<file path="config.mk">
export PLATFORM = sky130hd
export DESIGN_NAME = debounce_onepulse
export DESIGN_NICKNAME = d
export VERILOG_FILES = /design/src/rtl/debounce_onepulse.sv
export SDC_FILE = /design/constraint.sdc
export NUM_CORES = 1
export LEC_CHECK = 0
export CAP_MARGIN = 5
export CORE_AREA = 2 2 39 41
export CTS_BUF_LIST = sky130_fd_sc_hd__clkbuf_2 sky130_fd_sc_hd__clkbuf_4 sky130_fd_sc_hd__clkbuf_8
export DETAILED_ROUTE_END_ITERATION = 8
export DIE_AREA = 0 0 41 43
export MAX_ROUTING_LAYER = met4
export PLACE_DENSITY = 0.53
export SLEW_MARGIN = 20
export SYNTH_ARGS = -nofsm -noshare
export SYNTH_HDL_FRONTEND = slang
export SYNTH_SLANG_ARGS = --single-unit
</file>
<file path="constraint.sdc">
create_clock -name clk -period 3.15 [get_ports clk]
set_clock_uncertainty 0.05 [all_clocks]
set_input_delay 0.4725 -clock clk [delete_from_list [all_inputs] [get_ports clk]]
set_output_delay 0.4725 -clock clk [all_outputs]
set_load 0.005 [all_outputs]
</file>
<file path="src/rtl/debounce_onepulse.sv">
// debounce_onepulse: synchronizes a bouncing push-button, debounces it by
// sampling on rising edges of a slow tick, and emits one-cycle press,
// release and (optionally) long-press pulses.
// Optional feature macro: DEBOUNCE_LONG_PRESS_EN enables the long-press
// counter; without it long_pulse is tied to 0 and no counter exists.
module debounce_onepulse #(
    parameter int DB_SAMPLES = 4,
    parameter int LONG_TICKS = 256
) (
    input  logic clk,
    input  logic rst_n,
    input  logic tick_in,
    input  logic btn_in,
    output logic btn_level,
    output logic press_pulse,
    output logic release_pulse,
    output logic long_pulse
);

    // Catch out-of-range parameters at elaboration.
    if (DB_SAMPLES < 2 || DB_SAMPLES > 16) begin : g_bad_db
        $error("DB_SAMPLES must be in 2..16");
    end
    if (LONG_TICKS < 1 || LONG_TICKS > 65535) begin : g_bad_long
        $error("LONG_TICKS must be in 1..65535");
    end

    typedef enum logic {RELEASED = 1'b0, PRESSED = 1'b1} state_t;

    logic                  sync1_q, sync2_q;
    logic                  tick_q;
    logic                  tick_rise;
    logic [DB_SAMPLES-1:0] samp_q, samp_d;
    state_t                state_q;
    logic                  level_q, press_q, rel_q;

    assign tick_rise = tick_in & ~tick_q;

    // Two-flop synchronizer for the raw button plus the tick edge detector.
    always_ff @(posedge clk or negedge rst_n) begin
        if (!rst_n) begin
            sync1_q <= 1'b0;
            sync2_q <= 1'b0;
            tick_q  <= 1'b0;
        end else begin
            sync1_q <= btn_in;
            sync2_q <= sync1_q;
            tick_q  <= tick_in;
        end
    end

    // Shift the synchronized button in (LSB newest) only on a tick rise.
    always_comb begin
        samp_d = samp_q;
        if (tick_rise) samp_d = {samp_q[DB_SAMPLES-2:0], sync2_q};
    end

    // Sample history register.
    always_ff @(posedge clk or negedge rst_n) begin
        if (!rst_n) samp_q <= '0;
        else        samp_q <= samp_d;
    end

    // Debounce FSM; level and pulses are registered alongside the state.
    always_ff @(posedge clk or negedge rst_n) begin
        if (!rst_n) begin
            state_q <= RELEASED;
            level_q <= 1'b0;
            press_q <= 1'b0;
            rel_q   <= 1'b0;
        end else begin
            press_q <= 1'b0;
            rel_q   <= 1'b0;
            case (state_q)
                RELEASED: if (&samp_q) begin
                    state_q <= PRESSED;
                    level_q <= 1'b1;
                    press_q <= 1'b1;
                end
                PRESSED: if (~|samp_q) begin
                    state_q <= RELEASED;
                    level_q <= 1'b0;
                    rel_q   <= 1'b1;
                end
                default: begin
                    state_q <= RELEASED;
                    level_q <= 1'b0;
                end
            endcase
        end
    end

    assign btn_level     = level_q;
    assign press_pulse   = press_q;
    assign release_pulse = rel_q;

`ifdef DEBOUNCE_LONG_PRESS_EN
    localparam logic [15:0] LONG_TGT = 16'(LONG_TICKS);

    logic [15:0] lcnt_q, lcnt_d;
    logic        long_q;

    // Count tick rises while pressed, saturating; held at zero when released
    // so every press starts counting from zero.
    always_comb begin
        lcnt_d = lcnt_q;
        if (state_q != PRESSED)                     lcnt_d = '0;
        else if (tick_rise && lcnt_q != 16'hFFFF)   lcnt_d = lcnt_q + 16'd1;
    end

    // Counter register; long pulse fires only on the step onto the target,
    // so it cannot repeat within one press.
    always_ff @(posedge clk or negedge rst_n) begin
        if (!rst_n) begin
            lcnt_q <= '0;
            long_q <= 1'b0;
        end else begin
            lcnt_q <= lcnt_d;
            long_q <= (lcnt_d == LONG_TGT) && (lcnt_q != LONG_TGT);
        end
    end

    assign long_pulse = long_q;
`else
    assign long_pulse = 1'b0;
`endif

endmodule

</file>
==> qor.yml, run 1 <==
floorplanning:
  die_h_microns: 43
  start_util_pct: 29.0
  rows: 14
  core-area_sq_mm: 0.00138
  die_x_microns: 41
  die_area_sq_mm: 0.00176
  io_pins: 8
grt:
  grt_pass1_wl_microns: 786
  grt_pass1_vias: 197
  grt_usage_pct: 7.43
  antenna_found_initial: 0
  gr-total-overflow: 0
  grt_start_max_net_pins: 12
cells_and_area:
  area_growth_pct: 25.5
  register_area_sq_um: 275
  final_cell_area_sq_um: 504
  final_cell_count_no_fill: 53
  drive_gt1_share_pct: 27.0
  fillCellCount: 134
  final_nets: 42
  diodes: 0
  multi_input_area_sq_um: 115
sta:
  rsz0062_at_grt: "no"
  fmax_mhz: 599
  slew_violations: 0
  fin_crit_sh_pct: 53.0
  tns_ns: 0
  period_minus_slack_ns: 1.67
  finalHoldViolCount: 0
  setup_violations: 0
logic_synthesis:
  synth.distinct_cells: 14
  synth_compound_area_share_pct: 4.67
  syn_inst: 28
  synth_mux_area_share_pct: 11.2
  synth_fp_nets: 32
  yosysSeqAreaShare_pct: 68.5
  syn_area_sq_um: 402
  synth_xor_area_share_pct: 0
  avgSynthCellArea_sq_um: 14.3
  synth_top_family_by_area: "simple AND/OR/NAND/NOR gates"
  yosys.area_share.simple_pct: 11.8
  ys_warn_count: 0
  ys_seq_elements: 11
  synth_fa_ha_area_share_pct: 0
worst_setup_path:
  critPathBufInv: 1
  worstSetupPathType: "reg2out"
  slowest_delay_ns: 0.51
  start_kind: "flop"
  path_delay_family: "buffers and inverters"
  critical_path.slowest_cell: "clkdlybuf4s50_1"
  cp_cell_sequence: "clkdlybuf4s50_1"
  crit_required_ns: 2.63
  end_kind: "output pin"
  crit_arrival_ns: 1.15
  critPathMaxFanout: 3
drt:
  wirelength_microns: 504
  drc: 0
  antenna_left: 0
  avgRoutedWirePerCell_microns: 9.51
  post_drt_via_cell_ratio: 4.45
  drtPass1Iterations: 5
  vias: 236
  initialDrtViolationCount: 2
clock_tree:
  htree_num_levels: 1
  clk_path_buf_depth: 2
  cts_made_buffers: 3
  clk_latency_ns: 0.26
  cts-resized-gates: 0
  cts-root-buf: "clkbuf_4"
  ctsHoldBuffers: 0
  cts.sinks: 11
  post-cts-setup-buffer-count: 0
  cts_tree: "built"
  path_clk_slew_ns: 0.06
pwr:
  p_switching_uw: 82.5
  pwr-share-comb_pct: 16.0
  p_int_uw: 256
  switching_share_pct: 24.4
  pwr-share-clk_pct: 29.3
  leakagePower_uw: 0.000215
  vdd_ir_drop_max_mv: 0.236
  p_per_area_mw_per_mm2: 671
  p_seq_share_pct: 54.7
worst_hold_path:
  hold_path.class: "reg2reg"
placed_design:
  portBuffers: 6
  gp_congestion: 0.684
  dpl_cell_area_sq_um: 474
  dp_hpwl_microns: 380
  place_inst: 49
status:
  status: "completed"
flow_run:
  maxCapViolCount: 0
## routing by layer
metal  share of wire, %  global-route usage, %  vias up
met5                  0                      -        -
met4                  0                   6.00        0
met3                8.5                   3.14        0
met2                 45                   9.38        9
met1                 46                   8.81      112
li1                   -                      -      115
## placed cells by master (no fill, tap or decap), drive strengths merged
cell type,Yosys,layout
o21ai,1,1
or3,1,1
mux2,4,4
a21oi,2,2
nand3b,1,1
inv,1,1
nor3,1,1
and2b,1,1
clkdlybuf4s50,0,6
conb,1,1
nor3b,1,1
dfrtp,11,11
nand3,1,1
clkbuf,0,4
nand2,1,1
## synth_stat cells
cell type	number	share of area, %
dfrtp_1	11	69
mux2_2	4	11
a21oi_1	2	2.5
and2b_1	1	1.9
buf_4	1	1.9
conb_1	1	0.93
inv_1	1	0.93
nand2_1	1	0.93
nand3_1	1	1.2
nand3b_1	1	1.9
nor3_1	1	1.2
nor3b_1	1	1.9
o21ai_2	1	2.2
or3_4	1	2.8
## power by group through the flow
stage / Sequential [uW] / Clock, uW / Combinational (uW)
5_1_grt: 189 / 112 / 61.7
4_1_cts: 185 / 104 / 55.1
3_3_place_gp: 187 / 0 / 53.5
6_report: 185 / 99.2 / 54.0
3_5_place_dp: 188 / 0 / 54.9
2_1_floorplan: 183 / 0 / 38.1
## final cells by class
cell class | instances | share of cell area, %
multi-input cells | 15 | 22.8
flip-flops and latches | 11 | 54.6
inverters | 1 | 0.744
well taps | 16 | 3.97
clock buffers | 4 | 5.96
repair buffers | 6 | 11.9
## flip-flops by register name, indices dropped and copies added (netlist names)
| name | flops |
|---|---|
| samp_q | 4 |
| btn_level | 1 |
| press_pulse | 1 |
| release_pulse | 1 |
| state_q | 1 |
| sync1_q | 1 |
| sync2_q | 1 |
| tick_q | 1 |
## per-stage QoR
step / power (uW) / setup slack [ns] / utilization, % / hold WS, ns
final: 338 / 1.48 / 36.4 / 0.301
after global routing: 363 / 1.43 / 36.4 / 0.312
after CTS: 344 / 1.46 / 36.4 / 0.304
after detailed placement: 243 / 1.45 / 34.3 / 0.289
after global placement: 241 / 1.47 / 34.3 / 0.285
after floorplan: 221 / 2.00 / - / 0.127
## path summary, 6_finish.rpt
check,endpoint,depth (start not counted),from,slack (ns)
max,btn_level,1,btn_level,1.48
min,sync2_q,0,sync1_q,0.30
max reg2reg,state_q,3,samp_q[2],1.97
min reg2reg,sync2_q,0,sync1_q,0.30
max in group asynchronous,sync1_q,1,rst_n,2.24
min in group asynchronous,samp_q[2],1,rst_n,0.49
## logic make-up (layout without fill, tap and decap cells)
kind of cell,count (synthesis),in the layout
AO/OA/AOI/OAI,3,3
buffers and inverters,2,11
flip-flops,11,11
multiplexers,4,4
other,1,1
AND/OR/NAND/NOR,7,7
Note: power is estimated with default switching activity, not from simulation.
==> run 2: changes to the inputs <==
--- a/config.mk
+++ b/config.mk
@@ -11,7 +11,7 @@
 export DETAILED_ROUTE_END_ITERATION = 8
 export DIE_AREA = 0 0 41 43
 export MAX_ROUTING_LAYER = met4
-export PLACE_DENSITY = 0.53
+export PLACE_DENSITY = 0.55
 export SLEW_MARGIN = 20
 export SYNTH_ARGS = -nofsm -noshare
 export SYNTH_HDL_FRONTEND = slang
==> constraint.sdc (replaced) <==
create_clock -name clk -period 1.3 [get_ports clk]
set_clock_uncertainty 0.05 [all_clocks]
set_input_delay 0.195 -clock clk [delete_from_list [all_inputs] [get_ports clk]]
set_output_delay 0.195 -clock clk [all_outputs]
set_load 0.005 [all_outputs]
==> run 2 against run 1 <==
  * Critical path depth is 2 higher
  * Sequential power is 140% higher
  * Setup slack worse by 1.4 ns
  * Via count fell by 3.0%
  * Wire length is 10% higher
  * Critical path type is now reg2reg
  * Combinational power increased by 150%
  * Final cell count is 1.9% higher
  * First-iteration DRC count is 50% lower
  * Highest routed layer unchanged
  * Largest power group unchanged
  * Global-route usage grew 1.5 points
  * Flip-flop and latch count did not move
==> qor.yml, run 2 (synthesis gave the netlist of run 1 again) <==
status:
  status: "completed"
worst_setup_path:
  startpoint: "samp_q[2]"
  rr_worst_depth: 3  # unchanged
  timing.rr.start: "samp_q[2]"
  worstSetupPathType: "reg2reg"
  start_kind: "flop"
  crit_required_ns: 1.40  # -1.23 ns
  end_kind: "flop"
  critPathMaxFanout: 4  # +1
  crit_arrival_ns: 1.27  # +0.12 ns
clock_tree:
  cts-root-buf: "clkbuf_4"
  path_clk_slew_ns: 0.06  # about the same
  htree_num_levels: 1  # unchanged
  ctsHoldBuffers: 0  # unchanged
  clk_path_buf_depth: 2  # unchanged
  cts_made_buffers: 3  # unchanged
  clk_latency_ns: 0.26  # about the same
  cts_tree: "built"
  cts.sinks: 11  # unchanged
floorplanning:
  start_util_pct: 29.0  # unchanged
  rows: 14  # unchanged
  core-area_sq_mm: 0.00138  # unchanged
  die_area_sq_mm: 0.00176  # unchanged
  die_h_microns: 43  # unchanged
  io_pins: 8  # unchanged
  die_x_microns: 41  # unchanged
grt:
  antenna_found_initial: 0  # unchanged
  grt_pass1_wl_microns: 959  # +22%
  grt_start_max_net_pins: 12  # unchanged
  gr-total-overflow: 0  # unchanged
  grt_usage_pct: 8.89  # +1.5 points
  grt_pass1_vias: 227  # +15%
pwr:
  p_int_uw: 618  # +140%
  leakagePower_uw: 0.000226  # +5.4%
  vdd_ir_drop_max_mv: 0.598  # +150%
  p_seq_share_pct: 54.5  # -0.2 points
  p_switching_uw: 203  # +150%
  p_per_area_mw_per_mm2: 1620  # +140%
  switching_share_pct: 24.8  # +0.36 points
  pwr-share-clk_pct: 29.3  # about the same
  pwr-share-comb_pct: 16.2  # +0.2 points
cells_and_area:
  largest_reg_flops: 4  # unchanged
  fillCellCount: 141  # +5.2%
  top_register: "samp_q"
  final_util_pct: 36.7  # +0.27 points
  area_growth_pct: 26.5
  drive_gt1_share_pct: 28.9  # +1.9 points
  final_nets: 43  # +2.4%
  diodes: 0  # unchanged
  final_cell_area_sq_um: 508  # +0.74%
  layout_common_cells: "dfrtp_1 (11), mux2_2 (4), clkbuf_4 (4)"
  register_area_sq_um: 275  # unchanged
  multi_input_area_sq_um: 115  # unchanged
  layout_commonest_cell: "dfrtp_1"
sta:
  slew_violations: 0  # unchanged
  tns_ns: 0  # unchanged
  fin_ws_ns: 0.127  # -1.35 ns
  rsz0062_at_grt: "no"
  fin_crit_sh_pct: 90.3
  finalHoldViolCount: 0  # unchanged
  fmax_mhz: 852
  setup_violations: 0  # unchanged
  period_minus_slack_ns: 1.17
drt:
  drc: 0  # unchanged
  drtPass1Iterations: 2  # -3
  post_drt_via_cell_ratio: 4.24  # -4.8%
  antenna_left: 0  # unchanged
  initialDrtViolationCount: 1  # -1
  vias: 229  # -3.0%
  avgRoutedWirePerCell_microns: 10.3  # +8.3%
  wirelength_microns: 556  # +10%
placed_design:
  gp_congestion: 0.747  # +9.3%
  portBuffers: 6  # unchanged
  dpl_cell_area_sq_um: 474  # unchanged
  place_ws_ns: -0.130  # -1.58 ns
flow_run:
  maxCapViolCount: 0  # unchanged
worst_hold_path:
  hold_path.class: "in2async"
-- run 2: power groups by stage --
stage / sequential, uW / clock (uW) / combinational, uW
2_1_floorplan: 444 / 0 / 92.3
3_3_place_gp: 452 / 0 / 130
3_5_place_dp: 457 / 0 / 134
4_1_cts: 448 / 251 / 135
5_1_grt: 455 / 273 / 146
6_report: 448 / 241 / 133
-- run 2: worst max-delay path, stage by stage (launching register included) --
cell	delay, ns
dfrtp_1	0.40
or3_4	0.41
a21oi_1	0.15
a21oi_1	0.05
-- run 2: stage by stage --
stage | cells | power, uW | hold WS, ns
after floorplan | 28 | 537 | -0.151
after global placement | 49 | 582 | 0.290
final | 54 | 821 | 0.210
after CTS | 54 | 835 | 0.222
after global routing | 54 | 874 | 0.245
after detailed placement | 49 | 591 | 0.296
-- run 2: per-layer routing --
| layer | track usage, % | vias to the layer above | routed length, microns |
|---|---|---|---|
| li1 | - | 112 | - |
| met1 | 9.49 | 110 | 244 |
| met2 | 12.2 | 7 | 277 |
| met3 | 4.71 | 0 | 34 |
| met4 | 6.00 | 0 | 0 |
| met5 | - | - | 0 |
-- run 2: cell type report --
class	count	share of cell area, %
Timing Repair Buffer	7	12.6
Inverter	1	0.739
Sequential cell	11	54.2
Clock buffer	4	5.91
Tap cell	16	3.94
Multi-Input combinational cell	15	22.7
-- run 2: path summary, 6_finish.rpt --
check                            endpoint  slack, ns
worst max register to register    state_q       0.13
worst max-delay path              state_q       0.13
worst min-delay path              state_q       0.21
worst min register to register    sync2_q       0.30
min in group clk                  sync2_q       0.30
max in group asynchronous       btn_level       0.67
-- run 2: repair_timing --
action                     4_1_cts  5_1_grt
gates resized for setup          3        0
setup endpoints to repair        3        0
setup buffers                    1        0
==> run 3: changes to the inputs <==
--- a/config.mk
+++ b/config.mk
@@ -10,6 +10,7 @@
 export CTS_BUF_LIST = sky130_fd_sc_hd__clkbuf_2 sky130_fd_sc_hd__clkbuf_4 sky130_fd_sc_hd__clkbuf_8
 export DETAILED_ROUTE_END_ITERATION = 8
 export DIE_AREA = 0 0 41 43
+export GPL_ROUTABILITY_DRIVEN = 1
 export MAX_ROUTING_LAYER = met4
 export PLACE_DENSITY = 0.55
 export SLEW_MARGIN = 20
==> results of run 3 <==
Final layout, timing and power as in run 2 (identical DEF).
